==> src/rtl/seven_seg_pkg.sv <==
// Shared constants for the quad BCD seven-segment driver.
// All segment codes are active-low in g..a order (bit 0 = a, bit 6 = g).
package seven_seg_pkg;

  localparam int unsigned DIGIT_COUNT = 4;

  localparam logic [6:0] SEG_BLANK  = 7'b1111111;
  localparam logic [6:0] SEG_DASH   = 7'b0111111;
  localparam logic [3:0] ANODES_OFF = 4'b1111;

  localparam logic [6:0] SEG_DIGIT [0:9] = '{
    7'b1000000,  // 0
    7'b1111001,  // 1
    7'b0100100,  // 2
    7'b0110000,  // 3
    7'b0011001,  // 4
    7'b0010010,  // 5
    7'b0000010,  // 6
    7'b1111000,  // 7
    7'b0000000,  // 8
    7'b0010000   // 9
  };

endpackage

==> src/rtl/quad_bcd_seven_seg_driver_bcd_to_seg.sv <==
// bcd_to_seg: combinational BCD nibble to active-low seven-segment decoder.
// Ports:
//   bcd - 4-bit BCD nibble; values A-F are not valid BCD
//   seg - active-low cathodes, seg[0]=a .. seg[6]=g; invalid nibbles show a dash
module bcd_to_seg
  import seven_seg_pkg::*;
(
  input  logic [3:0] bcd,
  output logic [6:0] seg
);

  always_comb begin
    seg = SEG_DASH;
    if (bcd < 4'd10) seg = SEG_DIGIT[bcd];
  end

endmodule

==> src/rtl/quad_bcd_seven_seg_driver.sv <==
// quad_bcd_seven_seg_driver: time-multiplexed 4-digit seven-segment driver.
// Captures a snapshot of all four BCD digits once per scan (in the blank phase
// of digit 0's slot), then scans the anodes with BLANK_CYCLES of all-off guard
// at the start of every slot. All outputs are registered.
// Optional macro LEADING_ZERO_BLANK_EN: suppress leading-zero digits 3..1.
// Ports:
//   Clk    - system clock, rising edge
//   Reset  - asynchronous active-low reset
//   DataIn - four BCD digits, [3:0] = digit 0 (rightmost) .. [15:12] = digit 3
//   DpIn   - per-digit decimal-point request, active-high
//   Seg    - cathodes a..g, active-low
//   Dp     - decimal-point cathode, active-low
//   An     - anodes, active-low, An[n] enables digit n
module quad_bcd_seven_seg_driver
  import seven_seg_pkg::*;
#(
  parameter int REFRESH_DIV  = 100000,
  parameter int BLANK_CYCLES = 2
) (
  input  logic        Clk,
  input  logic        Reset,
  input  logic [15:0] DataIn,
  input  logic [3:0]  DpIn,
  output logic [6:0]  Seg,
  output logic        Dp,
  output logic [3:0]  An
);

  localparam int unsigned CNT_W = (REFRESH_DIV > 1) ? $clog2(REFRESH_DIV) : 1;
  localparam int unsigned DIG_W = $clog2(DIGIT_COUNT);
  localparam logic [CNT_W-1:0] CNT_LAST  = CNT_W'(REFRESH_DIV - 1);
  localparam logic [CNT_W-1:0] BLANK_END = CNT_W'(BLANK_CYCLES);

  logic [CNT_W-1:0] cnt_q, cnt_d;
  logic [DIG_W-1:0] digit_q, digit_d;
  logic [15:0]      snap_q, snap_d;
  logic [3:0]       snap_dp_q, snap_dp_d;
  logic [3:0]       an_q, an_d;
  logic [6:0]       seg_q, seg_d;
  logic             dp_q, dp_d;

  logic [3:0]       nibble;
  logic [6:0]       dec_seg;
  logic             suppress;

  // Slot counter, digit pointer and once-per-scan snapshot.
  always_comb begin
    cnt_d     = cnt_q + CNT_W'(1);
    digit_d   = digit_q;
    snap_d    = snap_q;
    snap_dp_d = snap_dp_q;
    if (cnt_q == CNT_LAST) begin
      cnt_d   = '0;
      digit_d = digit_q + DIG_W'(1);
    end
    // Start of digit 0's slot is always blank, so loading here never tears.
    if (digit_q == '0 && cnt_q == '0) begin
      snap_d    = DataIn;
      snap_dp_d = DpIn;
    end
  end

  always_comb nibble = snap_q[4*digit_q +: 4];

  bcd_to_seg u_bcd_to_seg (
    .bcd (nibble),
    .seg (dec_seg)
  );

`ifdef LEADING_ZERO_BLANK_EN
  // A digit above 0 is dark when it and every digit above it are zero.
  always_comb begin
    suppress = 1'b0;
    case (digit_q)
      2'd1:    suppress = (snap_q[15:4]  == '0);
      2'd2:    suppress = (snap_q[15:8]  == '0);
      2'd3:    suppress = (snap_q[15:12] == '0);
      default: suppress = 1'b0;
    endcase
  end
`else
  always_comb suppress = 1'b0;
`endif

  // Next registered outputs: blank guard first, then the selected digit.
  always_comb begin
    an_d  = ANODES_OFF;
    seg_d = SEG_BLANK;
    dp_d  = 1'b1;
    if (cnt_q >= BLANK_END && !suppress) begin
      an_d  = ~(4'b0001 << digit_q);
      seg_d = dec_seg;
      dp_d  = ~snap_dp_q[digit_q];
    end
  end

  always_ff @(posedge Clk or negedge Reset) begin
    if (!Reset) begin
      cnt_q     <= '0;
      digit_q   <= '0;
      snap_q    <= '0;
      snap_dp_q <= '0;
      an_q      <= ANODES_OFF;
      seg_q     <= SEG_BLANK;
      dp_q      <= 1'b1;
    end else begin
      cnt_q     <= cnt_d;
      digit_q   <= digit_d;
      snap_q    <= snap_d;
      snap_dp_q <= snap_dp_d;
      an_q      <= an_d;
      seg_q     <= seg_d;
      dp_q      <= dp_d;
    end
  end

  assign An  = an_q;
  assign Seg = seg_q;
  assign Dp  = dp_q;

endmodule

==> config.mk <==
export PLATFORM = sky130hd
export DESIGN_NAME = quad_bcd_seven_seg_driver
export DESIGN_NICKNAME = d
export VERILOG_FILES = /design/src/rtl/seven_seg_pkg.sv /design/src/rtl/quad_bcd_seven_seg_driver_bcd_to_seg.sv /design/src/rtl/quad_bcd_seven_seg_driver.sv
export SDC_FILE = /design/constraint.sdc
export NUM_CORES = 1
export LEC_CHECK = 0
export BUFFER_PORTS_ARGS = -buffer_cell sky130_fd_sc_hd__buf_2
export CELL_PAD_IN_SITES_DETAIL_PLACEMENT = 1
export CELL_PAD_IN_SITES_GLOBAL_PLACEMENT = 2
export CORE_MARGIN = 2
export CORE_UTILIZATION = 35
export DETAILED_ROUTE_END_ITERATION = 8
export PLACE_DENSITY = 0.78
export SYNTH_ARGS = -nofsm -noshare
export SYNTH_HDL_FRONTEND = slang
export SYNTH_HIERARCHICAL = 1
export SYNTH_SLANG_ARGS = --single-unit
==> constraint.sdc <==
create_clock -name Clk -period 2.09 [get_ports Clk]
set_input_delay 0.418 -clock Clk [delete_from_list [all_inputs] [get_ports Clk]]
set_output_delay 0.418 -clock Clk [all_outputs]
set_load 0.1 [all_outputs]
==> Implementation_results.wiki <==
{| class="wikitable"
! Metric !! Value
|-
| Standard-cell rows || 30
|-
| Pin count of the biggest net entering global routing || 27
|-
| CP cell instances || mux4_2, inv_1, ha_1, o21ai_0, nand2_1, nand2b_2
|-
| Post-route antenna net violation count || 0
|-
| Data arrival time at the worst-slack endpoint || approximately 2.1 ns
|-
| Global placer's final weighted congestion || around 0.81
|-
| Remaining global-route overflow || 0
|-
| Detailed-router iteration count before antenna repair || 4
|-
| Slew at the pin closest to its max-slew limit || 0.607 ns
|-
| Final hold violation count || 0
|-
| First-pass GRT wire length || 8.17 mm
|-
| Time the final worst path needs with I/O delays and setup || about 1.9 ns
|-
| Worst endpoint required time || 2.34 ns
|-
| Buffers and inverters on the worst path || 1
|-
| Post-synthesis async set-or-reset flop share || 100%
|-
| Area growth syn-to-layout || 15.5%
|-
| Count of boundary I/O pins || 34
|-
| Residual DRC || 0
|-
| Hold/Removal Path Class || in -> async
|-
| Place WS || between 0.1 and 0.15 ns
|-
| Parity-gate share of the synthesized area counting xor and xnor cells || under 10%
|-
| Biggest area contributors in the synthesized netlist || sky130_fd_sc_hd__dfrtp_1, sky130_fd_sc_hd__dfstp_2, sky130_fd_sc_hd__mux2_2
|-
| Iter 0 DRT Violations || 44
|-
| Portion of netlist area occupied by mux cells || between 10% and 20%
|-
| Horiz. Die Dim || a little under 90 um
|-
| Global-route total usage across every layer || 13.9%
|-
| Final-layout fill cell count || 760
|-
| Htree depth || 2
|-
| Post-Syn Area per Cell || 12.7 sq um
|-
| Layout cells sized above 1 || 41.5%
|-
| Wire per inst || 14.5 um
|-
| Least setup slack across all paths after layout || about 0.21 ns
|-
| # Max-Cap Violations || 0
|-
| Total number of yosys warnings || 6
|-
| Synthesized instance count || a little under 200
|-
| Vias in the first global route || roughly 1600
|-
| Worst hold slack || between 0.1 and 0.15 ns
|-
| RSZ-0062 raised after global routing || false
|-
| Num CTS Buffers || 5
|-
| Worst Setup Path Type || reg -> reg
|-
| Final setup fails || 0
|-
| Y dimension of the die || a little under 90 um
|-
| Buffers inserted during post-CTS setup optimization || 0
|-
| Crit path capture type || register
|-
| Most frequently used flop master after synthesis || sky130_fd_sc_hd__dfrtp_1
|-
| Slowest stage cell, crit path || sky130_fd_sc_hd__mux4_2
|-
| Root cell of the clock tree || sky130_fd_sc_hd__clkbuf_8
|-
| Simple-gate share of the synthesized area || between 10% and 20%
|-
| Clock tree sinks || between 50 and 60
|-
| Mapped cell area || 2490 sq um
|-
| Max Clock Freq || between 500 and 600 MHz
|-
| Design Power || approximately 1.9 mW
|-
| Maximum fanout along the worst path || 5
|-
| Unique masters post-synth || a little over 40
|-
| Worst vdd rail ir drop || 0.263 mV
|-
| Die outline area || roughly 8000 sq um
|-
| Post-DP HPWL || between 3 and 4 mm
|-
| # nets final || between 200 and 300
|-
| Synthesized net count || between 200 and 250
|-
| Combinational family with the most area after synthesis || simple AND/OR/NAND/NOR gates
|-
| Multi-input gate area in the final layout || roughly 1100 sq um
|-
| Clock Path Buffers || 2
|-
| Ratio of final minimum period to clock period || approximately nine tenths
|-
| Post-CTS clock slew at the launch and capture registers of the worst setup and hold paths || 0.11 ns
|-
| Detail-routed via count per cell || roughly 4.8
|-
| Sequential cell area fraction in the yosys report || between 50 and 60%
|-
| Overall routed net length || between 4 and 5 mm
|-
| Post-Synth Adder-Cell Area || 6.02%
|-
| Relative slew slack || between 50% and 60%
|-
| Port Buf Inserts || 33
|-
| Delay-heaviest family, CP || multiplexers
|-
| Max-slew violation count || 0
|-
| FF+latch count, synth || between 50 and 60
|-
| Area share of the largest cell type after synthesis || 39.1%
|-
| Antenna violations before repair || 0
|-
| Slowest cell delay on critical path || approximately 0.57 ns
|-
| Final setup TNS || 0 ns
|-
| Leakage || ~1.2 nW
|-
| Number of enable-type register cells in the synthesized netlist || 0
|-
| Run status || complete, no violations
|-
| Final core utilization || between 40% and 50%
|-
| Cell accounting for the most synthesized area || sky130_fd_sc_hd__dfrtp_1
|-
| ANT cells || 0
|-
| Element type at the critical path start || register
|-
| Post-synthesis compound-gate area fraction || around 3.5%
|-
| Area taken by flip-flops and latches || around 1300 sq um
|-
| Insertion delay of the later-clocked pin in the worst-skew pair || roughly 0.31 ns
|-
| Total power density per cell area || roughly 650 nW/um^2
|-
| Final clock skew || approximately 0.012 ns
|-
| TritonCTS clock tree || built
|-
| Starting Density || between 30% and 40%
|-
| Vias post-DR || 1577
|-
| Core outline area || a little under 7000 sq um
|}
worst register-to-register path: cells and delay by family (launching register included):
kind,cells,cell delay (ns)
mux,1,0.57
flops,1,0.46
buf+inv,1,0.13
fa+ha+maj,1,0.27
compound gates,1,0.17
simple gates,2,0.22
cells by family after synthesis:
group / count (synthesis)
DFF: 51
xor gates and xnor gates: 15
AOI/OAI and AO/OA: 12
and+or+nand+nor: 64
muxes: 27
buffers and inverters: 16
adders and majority gates: 12
registers in the layout (all words and copies together), names as in the netlist:
name / cells
snap_dp_q: 4
Seg: 7
An: 4
cnt_q: 17
digit_q: 2
snap_q: 16
Dp: 1
cells in the final DEF (no fill, tap or decap), types with 3 or more instances in the layout:
cell,count
sky130_fd_sc_hd__xnor2_1,12
sky130_fd_sc_hd__xor2_1,3
sky130_fd_sc_hd__buf_4,3
sky130_fd_sc_hd__nor2b_1,4
sky130_fd_sc_hd__clkbuf_8,5
sky130_fd_sc_hd__ha_1,12
sky130_fd_sc_hd__inv_1,8
sky130_fd_sc_hd__nand2_1,13
sky130_fd_sc_hd__dfrtp_1,38
sky130_fd_sc_hd__mux4_2,5
sky130_fd_sc_hd__nor3_1,4
sky130_fd_sc_hd__dfstp_2,12
sky130_fd_sc_hd__o21ai_0,3
sky130_fd_sc_hd__nor4_1,3
sky130_fd_sc_hd__nand2b_2,5
sky130_fd_sc_hd__nor2_1,10
sky130_fd_sc_hd__nand3_1,6
sky130_fd_sc_hd__mux2_2,19
sky130_fd_sc_hd__nand4_1,6
sky130_fd_sc_hd__buf_2,33
layer usage:
metal,wire length (um),track usage (%),part of all wire [%]
met4,90,6.20,1.9
met2,2140,19.4,44
met5,0,0,0
met3,157,3.26,3.3
met1,2420,20.4,50
final cells by class:
cell class | instances | area share [%]
clock buffer | 5 | 2.39
clock inverter | 3 | 1.00
inverter | 9 | 1.17
multi-input combinational | 130 | 38.5
sequential | 51 | 44.9
tap | 96 | 4.17
timing repair buffer | 38 | 7.91
worst paths after layout:
check,cells after the start,endpoint,start,slack [ns]
worst max-delay path,6,Seg[1]$_DFF_PN1_,digit_q[0]$_DFFE_PN0N_,0.21
worst min-delay path,1,snap_dp_q[3]$_DFFE_PN0P_,Reset,0.10
worst max register to register,6,Seg[1]$_DFF_PN1_,digit_q[0]$_DFFE_PN0N_,0.21
worst min register to register,1,cnt_q[0]$_DFF_PN0_,cnt_q[0]$_DFF_PN0_,0.49
max in group asynchronous,2,An[1]$_DFF_PN1_,Reset,1.36
min in group Clk,2,snap_dp_q[3]$_DFFE_PN0P_,DpIn[3],0.31
where the power goes:
group	internal (mW)	total (mW)	switching [mW]
Clock	0.249	0.604	0.356
Sequential	1.03	1.04	0.0141
Combinational	0.0698	0.223	0.153
Total	1.35	1.87	0.523
cells in the mapped netlist (2+ instances only):
cell / count
sky130_fd_sc_hd__a22oi_1: 2
sky130_fd_sc_hd__and3_1: 2
sky130_fd_sc_hd__and4_1: 2
sky130_fd_sc_hd__buf_6: 4
sky130_fd_sc_hd__dfrtp_1: 39
sky130_fd_sc_hd__dfstp_2: 12
sky130_fd_sc_hd__ha_1: 12
sky130_fd_sc_hd__inv_1: 8
sky130_fd_sc_hd__mux2_1: 2
sky130_fd_sc_hd__mux2_2: 19
sky130_fd_sc_hd__mux4_2: 5
sky130_fd_sc_hd__nand2_1: 13
sky130_fd_sc_hd__nand2b_2: 5
sky130_fd_sc_hd__nand3_1: 6
sky130_fd_sc_hd__nand4_1: 6
sky130_fd_sc_hd__nor2_1: 10
sky130_fd_sc_hd__nor2b_1: 4
sky130_fd_sc_hd__nor3_1: 4
sky130_fd_sc_hd__nor4_1: 3
sky130_fd_sc_hd__o21ai_0: 3
sky130_fd_sc_hd__o21ai_1: 2
sky130_fd_sc_hd__or2b_1: 2
sky130_fd_sc_hd__xnor2_1: 12
sky130_fd_sc_hd__xor2_1: 3
stage by stage:
step / area, sq um / instances
after floorplan: 2490 / 197
after global placement: 2780 / 324
after detailed placement: 2780 / 324
after CTS: 2880 / 332
after global routing: 2880 / 332
final: 2880 / 332
what timing repair did:
action,CTS,global route
endpoints found under the setup margin,0,1
hold buffers,0,0
resized for setup,0,1
No activity file was read; power rests on OpenSTA's default activity.
